[config.mk]
export PLATFORM = sky130hd
export DESIGN_NAME = dmem_access_ctrl
export DESIGN_NICKNAME = d
export VERILOG_FILES = /design/src/rtl/dmem_pkg.sv /design/src/rtl/dmem_load_extend.sv /design/src/rtl/dmem_access_ctrl.sv
export SDC_FILE = /design/constraint.sdc
export NUM_CORES = 1
export LEC_CHECK = 0
export ABC_CLOCK_PERIOD_IN_PS = 2900
export BUFFER_PORTS_ARGS = -buffer_cell sky130_fd_sc_hd__buf_4
export CAP_MARGIN = 20
export CORE_UTILIZATION = 35
export CTS_BUF_LIST = sky130_fd_sc_hd__clkbuf_4 sky130_fd_sc_hd__clkbuf_8
export DETAILED_ROUTE_END_ITERATION = 7
export MAX_ROUTING_LAYER = met4
export PLACE_DENSITY = 0.62
export SYNTH_ARGS = -nofsm -noshare
export SYNTH_HDL_FRONTEND = slang
export SYNTH_HIERARCHICAL = 1
export SYNTH_SLANG_ARGS = --single-unit
[constraint.sdc]
create_clock -name clk -period 2.9 [get_ports clk]
set_input_delay 0.435 -clock clk [delete_from_list [all_inputs] [get_ports clk]]
set_output_delay 0.435 -clock clk [all_outputs]
set_load 0.01 [all_outputs]
[src/rtl/dmem_pkg.sv]
`default_nettype none
// +----------------------------------------------------------------------------+
// | Package    : dmem_pkg                                                      |
// | Description: Shared access-size codes, controller state encoding and the   |
// |              beat-count helper for the data-memory access controller.      |
// | Revision   : 1.0 - initial release                                         |
// +----------------------------------------------------------------------------+
package dmem_pkg;

  localparam logic [1:0] SIZE_B = 2'b00;
  localparam logic [1:0] SIZE_H = 2'b01;
  localparam logic [1:0] SIZE_W = 2'b10;
  localparam logic [1:0] SIZE_X = 2'b11;

  typedef enum logic [1:0] {
    ST_IDLE   = 2'b00,
    ST_ACCESS = 2'b01,
    ST_DONE   = 2'b10
  } state_t;

  // Number of byte beats needed on the 8-bit memory for a given access size.
  // The illegal code never reaches the access phase; 1 keeps the result sane.
  function automatic logic [2:0] nbeats(input logic [1:0] size);
    case (size)
      SIZE_B:  nbeats = 3'd1;
      SIZE_H:  nbeats = 3'd2;
      SIZE_W:  nbeats = 3'd4;
      default: nbeats = 3'd1;
    endcase
  endfunction

endpackage
`default_nettype wire

[src/rtl/dmem_load_extend.sv]
`default_nettype none
// +----------------------------------------------------------------------------+
// | Module     : dmem_load_extend                                              |
// | Description: Sign- or zero-extends an assembled little-endian load word    |
// |              according to the access size.                                 |
// | Revision   : 1.0 - initial release                                         |
// +----------------------------------------------------------------------------+
module dmem_load_extend
  import dmem_pkg::*;
(
  input  logic [31:0] raw,
  input  logic [1:0]  size,
  input  logic        zero_ext,
  output logic [31:0] rdata
);

  // Pick the sign source from the top bit of the accessed width.
  always_comb begin
    rdata = raw;
    case (size)
      SIZE_B:  rdata = {{24{~zero_ext & raw[7]}},  raw[7:0]};
      SIZE_H:  rdata = {{16{~zero_ext & raw[15]}}, raw[15:0]};
      default: rdata = raw;
    endcase
  end

endmodule
`default_nettype wire

[src/rtl/dmem_access_ctrl.sv]
`default_nettype none
// +----------------------------------------------------------------------------+
// | Module     : dmem_access_ctrl                                              |
// | Description: Splits byte/half/word load-store requests into byte beats on  |
// |              an 8-bit single-port data memory, assembles and extends load  |
// |              data, and flags misaligned or illegal-size requests.          |
// | Revision   : 1.0 - initial release                                         |
// +----------------------------------------------------------------------------+
module dmem_access_ctrl
  import dmem_pkg::*;
#(
  parameter int ADDR_W = 8
) (
  input  logic              clk,
  input  logic              rst,
  input  logic              req_valid,
  output logic              req_ready,
  input  logic              req_we,
  input  logic [1:0]        req_size,
  input  logic              req_unsigned,
  input  logic [ADDR_W-1:0] req_addr,
  input  logic [31:0]       req_wdata,
  output logic              resp_valid,
  output logic [31:0]       resp_rdata,
  output logic              resp_err,
  output logic              busy,
  output logic              mem_we,
  output logic [ADDR_W-1:0] mem_addr,
  output logic [7:0]        mem_wdata,
  input  logic [7:0]        mem_rd
);

  state_t            state;
  state_t            state_nxt;
  logic [1:0]        beat;
  logic              we_q;
  logic [1:0]        size_q;
  logic              uns_q;
  logic [ADDR_W-1:0] addr_q;
  logic [31:0]       wdata_q;
  logic              err_q;
  logic [31:0]       rbuf;
  logic [31:0]       ext_data;
  logic              accept;
  logic              req_err;
  logic              last_beat;

  assign accept    = req_valid && (state == ST_IDLE);
  assign req_err   = (req_size == SIZE_X) ||
                     ((req_size == SIZE_H) && req_addr[0]) ||
                     ((req_size == SIZE_W) && (req_addr[1:0] != 2'b00));
  assign last_beat = ({1'b0, beat} == (nbeats(size_q) - 3'd1));

  // State register; reset lands in IDLE immediately, cutting any access short.
  always_ff @(posedge clk or negedge rst) begin
    if (!rst) state <= ST_IDLE;
    else      state <= state_nxt;
  end

  // Next-state: bad requests skip the memory phase and go straight to response.
  always_comb begin
    state_nxt = state;
    case (state)
      ST_IDLE:   if (accept) state_nxt = req_err ? ST_DONE : ST_ACCESS;
      ST_ACCESS: if (last_beat) state_nxt = ST_DONE;
      ST_DONE:   state_nxt = ST_IDLE;
      default:   state_nxt = ST_IDLE;
    endcase
  end

  // Request latches, beat counter and load byte lanes.
  always_ff @(posedge clk or negedge rst) begin
    if (!rst) begin
      beat    <= 2'd0;
      we_q    <= 1'b0;
      size_q  <= SIZE_B;
      uns_q   <= 1'b0;
      addr_q  <= '0;
      wdata_q <= 32'd0;
      err_q   <= 1'b0;
      rbuf    <= 32'd0;
    end else if (accept) begin
      beat    <= 2'd0;
      we_q    <= req_we;
      size_q  <= req_size;
      uns_q   <= req_unsigned;
      addr_q  <= req_addr;
      wdata_q <= req_wdata;
      err_q   <= req_err;
      rbuf    <= 32'd0;
    end else if (state == ST_ACCESS) begin
      if (!we_q) rbuf[{beat, 3'b000} +: 8] <= mem_rd;
      beat <= beat + 2'd1;
    end
  end

  dmem_load_extend u_extend (
    .raw      (rbuf),
    .size     (size_q),
    .zero_ext (uns_q),
    .rdata    (ext_data)
  );

  // Outputs decode from registered state only, so nothing on req_* reaches memory.
  always_comb begin
    req_ready  = (state == ST_IDLE);
    busy       = (state != ST_IDLE);
    mem_we     = 1'b0;
    mem_addr   = '0;
    mem_wdata  = 8'd0;
    resp_valid = 1'b0;
    resp_err   = 1'b0;
    resp_rdata = 32'd0;
    if (state == ST_ACCESS) begin
      mem_addr = addr_q + ADDR_W'(beat);
      if (we_q) begin
        mem_we    = 1'b1;
        mem_wdata = wdata_q[{beat, 3'b000} +: 8];
      end
    end
    if (state == ST_DONE) begin
      resp_valid = 1'b1;
      resp_err   = err_q;
      if (!we_q && !err_q) resp_rdata = ext_data;
    end
  end

endmodule
`default_nettype wire

[Word-level counts from Yosys, hierarchy flattened]
Index checks and enable logic that the tools add are counted.
Widths: inputs -> output; s select.
Storage, ports and cells
  register bits: 81
  bits in latches: 0
  memory bits (writable): 0
  ROM bits: 0
  bits of input ports: 55
  output and inout port bits: 53
  word-level logic and storage cells: 66
  memories kept: 0
Operators by class
  $add $sub $neg: 4
  multiply operators: 0
  div/mod/pow operators: 0
  magnitude comparators: 0
  equality and inequality tests: 11
  shifts and indexed selects: 3
  muxes and demuxes: 21
  bitwise gates (word level): 3
  reductions and logical operators: 15
Operators by type and width (number)
  $mux 32: 5
  $pmux 32 s2: 1
  $bwmux 32: 1
  $shift 8x7->32 const A: 1
  $shiftx 32x6->8: 1
  $shiftx 8x7->32: 1
  $mux 8: 3
  $mux 2: 5
  $add 8x2->8: 1
  $eq 2x2->1 const B: 4
  $neg 5->7: 1
  $eq 2x1->1 const B: 3
  $pmux 3 s2: 1
  $reduce_bool 2->1: 3
  $logic_and 1x1->1: 4
  $logic_not 2->1: 2
  $mux 1: 4
  $ne 2x1->1 const B: 2
  $pmux 2 s2: 1
  $reduce_and 2->1: 2
  $eq 2x3->1: 1
  $sub 3x1->3 const B: 1
  $add 2x1->2 const B: 1
  $and 1x1->1: 2
  other kinds (4): 6

[Depth between registers and ports, before layout]
  word-level depth: 7
  mapped depth: 8
  mapped depth without buffers: 5

[Hierarchy]
Netlist, hierarchy kept.
By module, submodules not included
  dmem_access_ctrl: times used 1, cells an instance 406, area an instance 4025.1 µm², seq. area each 2026.9 µm²
  dmem_load_extend: times used 1, cells an instance 67, area an instance 355.3 µm², seq. area each 0.0 µm²

[Worst setup path before layout]
OpenSTA, ideal clock, no wires.
  path kind: flip-flop to flip-flop
  from: register beat[0]
  to: register rbuf[24]
  library setup time: 0.066 ns
  arrival time: 2.038 ns
  data required time: 2.834 ns
  path slack: 0.796 ns
  stages on the path, launching flop included: 9
  buffers on the path: 3
  period minus slack after synthesis: 2.104 ns
  cell sequence: dfrtp_1 buf_2 buf_2 inv_1 ha_1 nor4bb_1 and3_1 clkbuf_1 a22o_1
On the way
  word-level cells in the longest chain between the ends: 6
  elaborated cells between the ends (all ways): 7
  classes of those cells: 1 x add/sub; 2 x shift; 4 x mux
RTL lines
  start: declaration: line dmem_access_ctrl.sv:35  | logic [1:0] beat;
  start signal: assignment: line dmem_access_ctrl.sv:93  | beat <= beat + 2'd1;
  $neg 5->7 *: line dmem_access_ctrl.sv:92  | if (!we_q) rbuf[{beat, 3'b000} +: 8] <= mem_rd;
  $shiftx 8x7->32 / $shift 8x7->32 (equally long branches): line dmem_access_ctrl.sv:92
  $bwmux 32 *: line dmem_access_ctrl.sv:92
  $mux 32 *: line dmem_access_ctrl.sv:92
  $mux 32 *: line dmem_access_ctrl.sv:91  | end else if (state == ST_ACCESS) begin
  $mux 32 *: line dmem_access_ctrl.sv:82  | end else if (accept) begin
  end signal: indexed assignment: line dmem_access_ctrl.sv:92
  end: declaration: line dmem_access_ctrl.sv:42  | logic [31:0] rbuf;
Mark *: on every way between the ends. The rest lies on a longest branch, timed or not. The select of a mux whose other input is x is not followed.
A chain may end at the register's enable or synchronous reset.

[Worst setup path in the final report]
  from: register beat[0]
  to: output mem_addr[5]
On the way
  word-level cells in the longest chain between the ends: 2
RTL lines
  $add 8x2->8: line dmem_access_ctrl.sv:115  | mem_addr = addr_q + ADDR_W'(beat);
  $mux 8: line dmem_access_ctrl.sv:114  | if (state == ST_ACCESS) begin
  end: declaration: line dmem_access_ctrl.sv:28  | output logic [ADDR_W-1:0] mem_addr,
Every way passes these cells.

==> reports/summary.json <==
{
  "routed-via-count": 3469,
  "register_area_um2": 2027,
  "rr_worst_depth": 5,
  "mappedNetlistNets": 539,
  "worst_setup_path_end_kind": "primary output",
  "drt-wirelength-per-cell_um": 14.47,
  "final_util_pct": 44.98,
  "fp.dieArea_um2": 12970,
  "critical_path_peak_fanout": 10,
  "postSynthAreaPerCell_um2": 9.261,
  "layout_cells_excl_fill": 730,
  "areaGrowthSynthToFinish_pct": 24.36,
  "io_pins": 108,
  "worst_slew_pin_slew_ns": 0.7413,
  "synth_enable_flop_cells": 0,
  "final_layout_size_suffix_gt1_share_pct": 27.40,
  "postSynth.topFlopCell": "sky130_fd_sc_hd__dfrtp_1",
  "yosys.cell_types.count": 46,
  "final_period_util_pct": 86.49,
  "vias_per_cell": 4.752,
  "largest_net_degree_at_the_start_of_global_routing": 82,
  "power.switching_fraction_pct": 39.19,
  "clkSinkCount": 81,
  "crit_cells": 5,
  "cts_made_buffers": 9,
  "timing.clock.skew_ns": 0.01080,
  "antenna-diode-count": 0,
  "dpl_worst_slack_ns": 0.7712,
  "total_of_warnings_raised_by_yosys": 6,
  "power_density_nw_per_um2": 852.0,
  "worstSetupStartpointType": "register",
  "tritoncts": "done",
  "cts-htree-levels": 3,
  "drt_pre_antenna_iters": 4,
  "dpl-instance-area_um2": 5213,
  "overall_routing_resource_usage_pct": 17.73,
  "ir_drop_mv": 0.3103,
  "timing.critical_path.slowest_stage_cell": "sky130_fd_sc_hd__dfrtp_1",
  "leakage_component_of_the_power_nw": 2.805,
  "cp.arrival_ns": 2.07,
  "hold_violations": 0,
  "outcome": "finished clean",
  "area_of_the_multi_input_gates_um2": 2101,
  "route.final.wire_length_mm": 10.56,
  "initial_core_util_pct": 36.17,
  "slowest_delay_ns": 0.53,
  "grt_residual_overflow": 0,
  "slew_viol_final": 0,
  "synth_seq_cells": 81,
  "drc": 0,
  "cts.repair_timing.setup_buffer_count": 0,
  "grt_pass1_vias": 3365,
  "setup.worst_path.class": "register to primary output",
  "synth-async-reset-ratio_pct": 100.0,
  "total_switching_power_w": 0.001819,
  "critPathBufInv": 1,
  "crit_chain": "ha_1 -> a21oi_1 -> or4_1 -> a21oi_1 -> buf_4",
  "critical-path-top-cell-by-count": "sky130_fd_sc_hd__a21oi_1",
  "number_of_drc_markers_in_iteration_0": 211,
  "cts-hold-fix-buffers": 0,
  "worstSkewPairLatency_ns": 0.35,
  "fp.dieW_um": 113.9,
  "crit_family": "flip-flops",
  "placed_cells": 713,
  "design_area_um2": 5448,
  "sequentialPowerShare_pct": 40.4,
  "grt_first_pass_wirelength_mm": 17.23,
  "min_clock_period_post_route_ns": 2.508,
  "synth_area_um2": 4380,
  "worstPathRequired_ns": 2.47,
  "port_buffers": 107,
  "final.fill_count": 1201,
  "clk_root_buffer_cell": "sky130_fd_sc_hd__clkbuf_8",
  "hold_class": "input port to asynchronous set/reset pin",
  "hpwl_mm": 7.365,
  "timing.final.setup_violations": 0,
  "post-route-worst-setup-slack_ns": 0.3917,
  "timing.max_slew.rel_slack_pct": 50.47,
  "initial_antenna_violation_count": 0,
  "path_clk_slew_ns": 0.09,
  "clockPowerShare_pct": 18.8,
  "cts-resized-gates": 0,
  "power.internal_w": 0.002823,
  "cts_max_path_buffers": 2,
  "ys_seq_area_share_pct": 46.27,
  "maxCapViolations": 0,
  "grt_setup_unrepaired": "no",
  "combinational_fraction_of_design_power_pct": 40.8,
  "core_area_um2": 12110,
  "max_freq_mhz": 398.7,
  "nNetsFinal": 623,
  "place.gp.congestion": 0.8608,
  "drt.antenna.violating_nets": 0,
  "netlist_instances": 473,
  "fin_setup_tns_ns": 0,
  "fp-row-count": 40,
  "floorplan.die.height_um": 113.9
}
power by group through the flow:
stage | clock, W | sequential (W) | combinational (W)
floorplan | 0 | 0.00173 | 0.00156
global placement | 0 | 0.00188 | 0.00186
detailed placement | 0 | 0.00189 | 0.00191
CTS | 0.000906 | 0.00188 | 0.00192
global route | 0.000952 | 0.00194 | 0.00213
finish | 0.000873 | 0.00187 | 0.00189
cell usage after synthesis, drive strengths merged (2+ instances only):
| library cell | n | area, um2 |
|---|---|---|
| a21oi | 8 | 43.79 |
| a22o | 24 | 210.2 |
| and2 | 36 | 225.2 |
| and3 | 17 | 106.4 |
| buf | 23 | 168.9 |
| clkbuf | 18 | 68.81 |
| dfrtp | 81 | 2027 |
| ha | 10 | 125.1 |
| inv | 7 | 26.28 |
| mux2 | 8 | 93.84 |
| mux4 | 8 | 180.2 |
| nand2 | 155 | 581.8 |
| nand2b | 2 | 12.51 |
| nand3 | 4 | 20.02 |
| nor2 | 4 | 15.01 |
| nor2b | 4 | 25.02 |
| nor3 | 3 | 20.02 |
| nor3b | 3 | 27.52 |
| nor4bb | 3 | 30.03 |
| o21ai | 30 | 150.1 |
| o31ai | 3 | 22.52 |
| or2 | 2 | 12.52 |
| or3 | 2 | 12.51 |
| or4 | 2 | 15.01 |
| xnor2 | 2 | 17.52 |
| xor2 | 2 | 17.52 |
area by class of cell:
cell class	count	area share [%]
sequential	81	37.21
timing repair buffer	114	15.94
clock buffer	11	2.779
clock inverter	5	1.171
multi-input combinational	344	38.56
tap	168	3.859
inverter	7	0.4823
placed cells by master, fill, tap and decap left out, drive strengths merged, types with 8 or more instances in the layout:
cell and count:
a21oi 8, clkbuf 11, mux2 8, buf 114, dfrtp 81, a22o 24, mux4 8, ha 10
nand2 155, and2 36, and3 17, o21ai 30
cell families after synthesis:
logic type / share of synthesized area, %
and+or+nand+nor: 26.74
DFF: 46.27
AOI/OAI and AO/OA: 10.28
buffers and inverters: 6.027
muxes: 6.569
adders and majority gates: 3.313
xor gates and xnor gates: 0.7999
registers in the layout, indices dropped and copies added (netlist names):
name     count
we_q         1
wdata_q     32
size_q       2
state        2
beat         2
addr_q       8
uns_q        1
rbuf        32
err_q        1
final timing paths:
| check | startpoint | to | slack (ns) |
|---|---|---|---|
| hold reg to reg | wdata_q[16] | wdata_q[16] | 0.47 |
| setup reg to reg | beat[0] | rbuf[7] | 0.76 |
| min in group clk | req_wdata[22] | wdata_q[22] | 0.26 |
| setup / recovery | beat[0] | mem_addr[5] | 0.39 |
| max in group asynchronous | rst | state[0] | 2.25 |
| hold / removal | rst | rbuf[27] | 0.04 |
metrics by stage:
stage	hold slack (ns)	power [W]
floorplan	0.1394	0.003296
global placement	0.4531	0.003746
detailed placement	0.4566	0.003806
CTS	0.2396	0.004701
global route	0.06612	0.005021
finish	0.04412	0.004641
layer usage:
layer | global-route usage, % | vias to the layer above | part of all wire (%)
li1 | - | 1741 | -
met1 | 23.98 | 1605 | 49
met2 | 26.79 | 112 | 44
met3 | 4.463 | 11 | 5.4
met4 | 4.242 | 0 | 0.98
met5 | - | - | 0
Note: power is estimated with default switching activity, not from simulation.
